===== src/rtl/mem_master.sv =====
// mem_master: serialises byte/halfword/word load-store requests onto a
// word-only data memory port. Sub-word stores are done as read-modify-write.
// Faulting requests (out of range or misaligned) complete with resp_err and
// never touch memory.
module mem_master (
    input  logic        clk,
    input  logic        reset,
    input  logic        req_valid,
    output logic        req_ready,
    input  logic [2:0]  req_op,
    input  logic [31:0] req_addr,
    input  logic [31:0] req_wdata,
    input  logic [31:0] req_pc,
    output logic        resp_valid,
    output logic [31:0] resp_rdata,
    output logic        resp_err,
    output logic        mem_we,
    output logic [31:0] mem_addr,
    output logic [31:0] mem_wd,
    output logic [31:0] mem_pc,
    input  logic [31:0] mem_rd
);

    localparam logic [2:0] OP_LW  = 3'b000;
    localparam logic [2:0] OP_LH  = 3'b001;
    localparam logic [2:0] OP_LHU = 3'b010;
    localparam logic [2:0] OP_LB  = 3'b011;
    localparam logic [2:0] OP_LBU = 3'b100;
    localparam logic [2:0] OP_SW  = 3'b101;
    localparam logic [2:0] OP_SH  = 3'b110;
    localparam logic [2:0] OP_SB  = 3'b111;

    typedef enum logic [2:0] {
        S_IDLE   = 3'd0,
        S_LOAD   = 3'd1,
        S_WRITE  = 3'd2,
        S_RMW_RD = 3'd3,
        S_RMW_WR = 3'd4,
        S_RESP   = 3'd5
    } state_t;

    state_t      state_q, state_d;
    logic [2:0]  op_q, op_d;
    logic [31:0] addr_q, addr_d;
    logic [31:0] wdata_q, wdata_d;
    logic [31:0] pc_q, pc_d;
    logic        err_q, err_d;
    // Holds the extracted load result, or the raw word read during RMW.
    logic [31:0] word_q, word_d;

    // Out-of-range or misaligned access for the given op.
    function automatic logic addr_fault(input logic [2:0] op, input logic [31:0] addr);
        logic f;
        f = 1'b0;
        if (addr >= 32'h0000_3000) begin
            f = 1'b1;
        end else begin
            case (op)
                OP_LW, OP_SW:        f = (addr[1:0] != 2'b00);
                OP_LH, OP_LHU, OP_SH: f = addr[0];
                default:             f = 1'b0;
            endcase
        end
        return f;
    endfunction

    // Select the addressed lane(s) of a word and extend to 32 bits.
    function automatic logic [31:0] load_extract(input logic [2:0] op, input logic [1:0] lane,
                                                 input logic [31:0] word);
        logic [7:0]  b;
        logic [15:0] h;
        logic [31:0] r;
        case (lane)
            2'd0:    b = word[7:0];
            2'd1:    b = word[15:8];
            2'd2:    b = word[23:16];
            default: b = word[31:24];
        endcase
        h = lane[1] ? word[31:16] : word[15:0];
        case (op)
            OP_LW:   r = word;
            OP_LH:   r = {{16{h[15]}}, h};
            OP_LHU:  r = {16'h0000, h};
            OP_LB:   r = {{24{b[7]}}, b};
            OP_LBU:  r = {24'h000000, b};
            default: r = 32'h0000_0000;
        endcase
        return r;
    endfunction

    // Replace the addressed lane(s) of the read word with store data.
    function automatic logic [31:0] store_merge(input logic [2:0] op, input logic [1:0] lane,
                                                input logic [31:0] word, input logic [31:0] wdata);
        logic [31:0] r;
        r = word;
        case (op)
            OP_SH: begin
                if (lane[1]) begin
                    r[31:16] = wdata[15:0];
                end else begin
                    r[15:0] = wdata[15:0];
                end
            end
            OP_SB: begin
                case (lane)
                    2'd0:    r[7:0]   = wdata[7:0];
                    2'd1:    r[15:8]  = wdata[7:0];
                    2'd2:    r[23:16] = wdata[7:0];
                    default: r[31:24] = wdata[7:0];
                endcase
            end
            default: r = wdata;
        endcase
        return r;
    endfunction

    // State and latched-request registers with synchronous active-low reset.
    always_ff @(posedge clk) begin
        if (!reset) begin
            state_q <= S_IDLE;
            op_q    <= 3'b000;
            addr_q  <= 32'h0000_0000;
            wdata_q <= 32'h0000_0000;
            pc_q    <= 32'h0000_0000;
            err_q   <= 1'b0;
            word_q  <= 32'h0000_0000;
        end else begin
            state_q <= state_d;
            op_q    <= op_d;
            addr_q  <= addr_d;
            wdata_q <= wdata_d;
            pc_q    <= pc_d;
            err_q   <= err_d;
            word_q  <= word_d;
        end
    end

    // Next-state logic: accept in IDLE, sample memory in LOAD/RMW_RD.
    always_comb begin
        state_d = state_q;
        op_d    = op_q;
        addr_d  = addr_q;
        wdata_d = wdata_q;
        pc_d    = pc_q;
        err_d   = err_q;
        word_d  = word_q;
        case (state_q)
            S_IDLE: begin
                if (req_valid) begin
                    op_d    = req_op;
                    addr_d  = req_addr;
                    wdata_d = req_wdata;
                    pc_d    = req_pc;
                    err_d   = addr_fault(req_op, req_addr);
                    word_d  = 32'h0000_0000;
                    if (addr_fault(req_op, req_addr)) begin
                        state_d = S_RESP;
                    end else begin
                        case (req_op)
                            OP_SW:        state_d = S_WRITE;
                            OP_SH, OP_SB: state_d = S_RMW_RD;
                            default:      state_d = S_LOAD;
                        endcase
                    end
                end else begin
                    state_d = S_IDLE;
                end
            end
            S_LOAD: begin
                word_d  = load_extract(op_q, addr_q[1:0], mem_rd);
                state_d = S_RESP;
            end
            S_WRITE:  state_d = S_RESP;
            S_RMW_RD: begin
                word_d  = mem_rd;
                state_d = S_RMW_WR;
            end
            S_RMW_WR: state_d = S_RESP;
            S_RESP:   state_d = S_IDLE;
            default:  state_d = S_IDLE;
        endcase
    end

    // Outputs decoded from registered state; memory strobes only in write states.
    always_comb begin
        req_ready  = 1'b0;
        resp_valid = 1'b0;
        resp_err   = 1'b0;
        resp_rdata = 32'h0000_0000;
        mem_we     = 1'b0;
        mem_wd     = 32'h0000_0000;
        mem_pc     = pc_q;
        mem_addr   = {addr_q[31:2], 2'b00};
        case (state_q)
            S_IDLE: begin
                req_ready = 1'b1;
                mem_addr  = 32'h0000_0000;
            end
            S_WRITE: begin
                mem_we = 1'b1;
                mem_wd = wdata_q;
            end
            S_RMW_WR: begin
                mem_we = 1'b1;
                mem_wd = store_merge(op_q, addr_q[1:0], word_q, wdata_q);
            end
            S_RESP: begin
                resp_valid = 1'b1;
                resp_err   = err_q;
                if (op_q <= OP_LBU) begin
                    resp_rdata = word_q;
                end else begin
                    resp_rdata = 32'h0000_0000;
                end
            end
            default: begin
                req_ready = 1'b0;
            end
        endcase
    end

endmodule


===== config.mk =====
export PLATFORM = sky130hd
export DESIGN_NAME = mem_master
export DESIGN_NICKNAME = d
export VERILOG_FILES = /design/src/rtl/mem_master.sv
export SDC_FILE = /design/constraint.sdc
export NUM_CORES = 1
export LEC_CHECK = 0
export ABC_AREA = 1
export CAP_MARGIN = 0
export CELL_PAD_IN_SITES_DETAIL_PLACEMENT = 0
export CELL_PAD_IN_SITES_GLOBAL_PLACEMENT = 2
export CORE_ASPECT_RATIO = 2
export CORE_MARGIN = 2
export CORE_UTILIZATION = 23
export CTS_CLUSTER_DIAMETER = 80
export DETAILED_ROUTE_END_ITERATION = 8
export PLACE_DENSITY_LB_ADDON = 0.1
export RECOVER_POWER = 25
export SLEW_MARGIN = 10
export SYNTH_ARGS = -nofsm -noshare
export SYNTH_HDL_FRONTEND = slang
export SYNTH_SLANG_ARGS = --single-unit

===== constraint.sdc =====
create_clock -name clk -period 1.8 [get_ports clk]
set_clock_uncertainty 0.1 [all_clocks]
set_input_delay 0.18 -clock clk [delete_from_list [all_inputs] [get_ports clk]]
set_output_delay 0.18 -clock clk [all_outputs]
set_load 0.005 [all_outputs]

# Yosys cells after proc, flatten, opt, wreduce, memory -nomap -nowiden
# Index checks and enable logic that the tools add are counted.
[totals] register_bits=135 input_bits=134 output_inout_bits=132
[op_classes] order_cmp=2 eq_ne=19 mux=28 n_reduce_logical=14
[op_table] op="$pmux W32 S5" n=1
[op_table] op="$mux W32" n=4
[op_table] op="$pmux W32 S2" n=2
[op_table] op="$pmux W32 S3" n=1
[op_table] op="$mux W16" n=3
[op_table] op="$ge A32 B14 Y1 const B" n=1
[op_table] op="$mux W8" n=4
[op_table] op="$eq A3 B3 Y1 const B" n=8
[op_table] op="$pmux W8 S3" n=1
[op_table] op="$eq A3 B2 Y1 const B" n=5
[op_table] op="$eq A3 B1 Y1 const B" n=3
[op_table] op="$logic_not A3 Y1" n=3
[op_table] op="$pmux W3 S3" n=1
[op_table] op="$reduce_or A3 Y1" n=3
[op_table] op="$mux W1" n=7
[op_table] op="$mux W3" n=2
[op_table] op="$reduce_or A2 Y1" n=3
[op_table] op="$pmux W2 S2" n=1
[op_table] op="$reduce_and A2 Y1" n=2
[op_table] op="$le A3 B3 Y1 const B" n=1
[op_table] op="$reduce_bool A3 Y1" n=1
[op_table] op="$eq A2 B1 Y1 const B" n=1
[op_table] op="$eq A2 B2 Y1 const B" n=1
[op_table] op="$logic_not A2 Y1" n=1
[op_table] op="other kinds (3)" n=3

# Depth between registers and ports, before layout
[depth] depth_word=9 ltp_mapped=11

# Worst setup path before layout
# No wires, ideal clock.
[synth_path] kind="register to output" startpoint="register addr_q[1]" endpoint="output port mem_wd[22]" arrival_time_ps=1327 required_time_ps=1520 setup_slack_ps=193 path_stages_with_launch=10 path_buffers=2 path_cell_list="dfxtp_1 > buf_4 > inv_4 > buf_4 > nor2_2 > nor2_1 > nor2_1 > o22ai_1 > nand2_1 > nand2_1"
[synth_between] elab_chain_len=4 elab_cells_between_ends=5 classes_between="eq/ne (1); mux (4)"
[synth_rtl] element="start, declared" line="44" source="logic [31:0] addr_q, addr_d;"
[synth_rtl] element="start signal, assigned" line="130" source="addr_q <= addr_d;"
[synth_rtl] element="$eq A2 B2 Y1" line="105" source="case (lane)"
[synth_rtl] element="$mux W8" line="105"
[synth_rtl] element="$pmux W32 S2 (*)" line="96" source="case (op)"
[synth_rtl] element="$pmux W32 S2 (*)" line="194" source="case (state_q)"
[synth_rtl] element="end, declared" line="19" source="output logic [31:0] mem_wd,"
# Every way passes the cells marked *; elsewhere a longest branch is shown, timed or not.

# Worst setup path in the final report
[layout_path] startpoint="register op_q[1]" endpoint="output port mem_wd[21]"
[layout_between] elab_chain_len=3 elab_cells_between_ends=4 classes_between="eq/ne (2); mux (2)"
[layout_rtl] element="start, declared" line="43" source="logic [2:0] op_q, op_d;"
[layout_rtl] element="start signal, assigned" line="129" source="op_q <= op_d;"
[layout_rtl] element="$eq A3 B3 Y1" line="96"
[layout_rtl] element="$pmux W32 S2 (*)" line="96"
[layout_rtl] element="$pmux W32 S2 (*)" line="194"
# Marks and branches as above.

==> impl_results.md <==
- Synthesized area per cell: 5.97 µm²
- WP data arrival: 1920 ps
- Residual DRC: 0
- Via count: 9663
- Post-synthesis simple-gate area fraction: 0.366
- Slew headroom: 0.648
- Drt total wl: 38400 µm
- H-Tree Depth: 4
- CP cell instances: nand2_2 -> inv_4 -> buf_8 -> nand2_8 -> nor2_8 -> buf_12 -> a21oi_4 -> buf_12 -> o21ai_2 -> nand2_1 -> nand2_1 -> buf_2
- Fraction of layout cells with a size suffix above 1: 0.338
- Violated checks: setup timing
- Leading area contributor after synthesis: dfxtp_1
- Final Util: 0.435
- Register area: 2720 µm²
- Vias in the first global route: 9964
- Via/cell ratio: 4.51
- Crit end category: primary output
- Buffers added on ports: 263
- Core ar.: 32800 µm²
- Post-DP Area: 11700 µm²
- LEAKAGE: 6.67 nW
- Starting Density: 0.233
- Row cnt: 94
- DRT iter0 DRCs: 348
- Slack of the critical path: -400 ps
- Maximum clock frequency: 0.455 GHz
- Die area: 34800 µm²
- Synth Area in Compound Gates: 0.164
- Max VDD drop: 0.000759 V
- Post-Synth Adder-Cell Area: 0
- Critical path's largest stage delay: 320 ps
- Wire length per cell: 17.9 µm
- Cts bufs inserted: 17
- CTS tree: done
- Multi-input logic area: 5270 µm²
- Largest family of logic cells by synthesized area: simple AND/OR/NAND/NOR gates
- Root Buffer: clkbuf_16
- Synth warnings: 0
- CP max-delay cell: dfxtp_2
- Outcome: complete, but fails checks
- Routability cong.: 0.851
- Fraction of synthesized area in multiplexers: 0
- Setup violators final: 175
- Critical Setup Path Class: reg -> out
- Post-synth top area share: 0.354
- Startpoint Class: flop
- CP required: 1520 ps
- Die H: 262 µm
- Slew @ Worst Pin: 528 ps
- P per Cell Area: 1000 nW/µm²
- Nets@finish: 1832
- Post-synthesis cell area: 7630 µm²
- Sink Count: 135
- Ant diodes: 0
- Synth Instances: 1279
- Max cap viols: 0
- Worst Path Max Fanout: 6
- Die width: 133 µm
- Total gr overflow: 0
- Crit share post-route: 1.22
- First drt pass iteration count: 5
- Initial antenna violation count: 1
- Final min period: 2200 ps
- Overall Global Routing Usage: 0.221
- First-pass GRT wire length: 57600 µm
- Final Hold Viols: 0
- Seq/Total Area, Yosys: 0.354
- DP HPWL: 28500 µm
- FF+latch count, synth: 135
- RSZ-0062 raised after global routing: yes
- I/O pin count: 266
- Synth unique cells: 33
- Maximum buffer depth of the clock tree: 2
- Worst-path clk slew: 70 ps
- Post-synthesis xor/xnor area fraction: 0.00115
- Largest net degree at the start of global routing: 74
- Design area: 14300 µm²
- Final Slew Violations: 0
- Synth-to-Final Area Change: 86.8%
- Top cells by area, synth: dfxtp_1 35%, nand2_1 17%, nor2_1 11%, o21ai_0 8.7%, inv_1 6.2%
- Post-DRT Antenna Nets: 0
- Worst-Skew Late Latency: 440 ps
- Hold crit path type: in -> reg
- Filler cell count: 3494
-- path summary, 6_finish.rpt --
check / startpoint / end / slack (ps) / cells after the start
setup / recovery: op_q[1] / mem_wd[21] / -400 / 12
hold / removal: req_wdata[23] / wdata_q[23] / 260 / 3
setup reg to reg: op_q[0] / word_q[11] / -100 / 15
hold reg to reg: addr_q[17] / addr_q[17] / 360 / 2
-- stage by stage --
| stage | TNS (ps) | setup slack (ps) | hold WS [ps] | std cells | total power [mW] |
|---|---|---|---|---|---|
| global placement | -21490 | -422 | 339 | 2036 | 8.86 |
| floorplan | 0 | 193 | 237 | 1280 | 6.13 |
| CTS | -28320 | -432 | 233 | 2134 | 14.1 |
| detailed placement | -23270 | -418 | 347 | 2036 | 8.86 |
| global route | -49140 | -507 | 259 | 2143 | 15.2 |
| finish | -28550 | -400 | 255 | 2143 | 14.3 |
-- cells by family after synthesis --
logic type                count (synthesis)
and+or+nand+nor                         687
AOI/OAI and AO/OA                       239
buffers and inverters                   216
DFF                                     135
xor gates and xnor gates                  1
other                                     1
-- routing by layer --
| layer | part of all wire | routed length, µm | global-route usage | vias up |
|---|---|---|---|---|
| met2 | 0.56 | 21400 | 0.433 | 284 |
| met3 | 0.052 | 2010 | 0.0505 | 83 |
| met1 | 0.33 | 12700 | 0.204 | 4399 |
| met5 | 0.00029 | 11 | 0 | - |
| li1 | - | - | - | 4895 |
| met4 | 0.060 | 2310 | 0.133 | 2 |
-- synthesized netlist by cell type --
master	count
nor2_2	4
buf_1	2
xnor2_1	1
inv_1	127
o211ai_1	1
o22ai_1	8
nor3_1	30
inv_4	1
nor2_8	1
a21oi_4	2
o2111ai_1	5
conb_1	1
nor2_1	216
clkinv_1	2
o21ai_1	23
nand3b_1	2
buf_2	26
nand2_1	342
dfxtp_1	135
or3_1	1
nor2_4	1
a21oi_1	67
nand3_1	83
buf_4	8
clkbuf_1	36
inv_2	14
nand3_2	1
or2_2	1
nand4_1	1
nand2_4	1
nand2_2	2
nor3_2	1
o21ai_0	133
-- layout make-up --
type / instances / area share
Timing Repair Buffer: 470 / 0.318
Clock buffer: 17 / 0.0298
Tap cell: 432 / 0.0379
Multi-Input combinational cell: 930 / 0.369
Inverter: 144 / 0.0411
Sequential cell: 135 / 0.191
Clock inverter: 15 / 0.0127
-- sequential cells by signal, summed over array words and instances, names as in the netlist --
signal and count:
op_q 3, word_q 32, wdata_q 32, mem_pc 32, err_q 1, state_q 3, addr_q 32
-- timing repair --
item / 4_1_cts / 5_1_grt
hold buffers: 1 / 0
cloned: 9 / 0
hold endpoints to repair: 7 / 0
endpoints found under the setup margin: 125 / 129
pin swaps: 82 / 68
resized for setup: 707 / 157
setup buffers: 57 / 22
-- power by group --
part           switching, mW  internal (mW)  leakage, nW
clock                   1.64           2.11        0.294
combinational           3.53           3.13         5.27
sequential             0.360           3.53         1.11
-- cells in the final DEF, fill, tap and decap left out, types with 7 or more instances in the layout --
cell type / count
nand2_4: 32
inv_6: 7
dlygate4sd3_1: 8
nor3_4: 24
o21ai_1: 27
inv_2: 11
buf_8: 11
nor2_2: 20
nor2_4: 31
o21ai_0: 109
clkbuf_16: 17
clkdlybuf4s50_1: 157
nand2_1: 274
nand3_2: 30
nand3_1: 51
nand2_2: 36
o22ai_1: 7
a21oi_1: 61
inv_1: 122
buf_12: 29
nor2_1: 171
dfxtp_1: 127
buf_2: 77
o21ai_2: 20
buf_6: 68
buf_4: 109
-- critical path: cells and delay by family (launching register included) --
family	cells	cell delay (ps)
DFF	1	320
buffers and inverters	5	590
and+or+nand+nor	5	330
AOI/OAI and AO/OA	2	220
(Power assumes the default switching activity.)
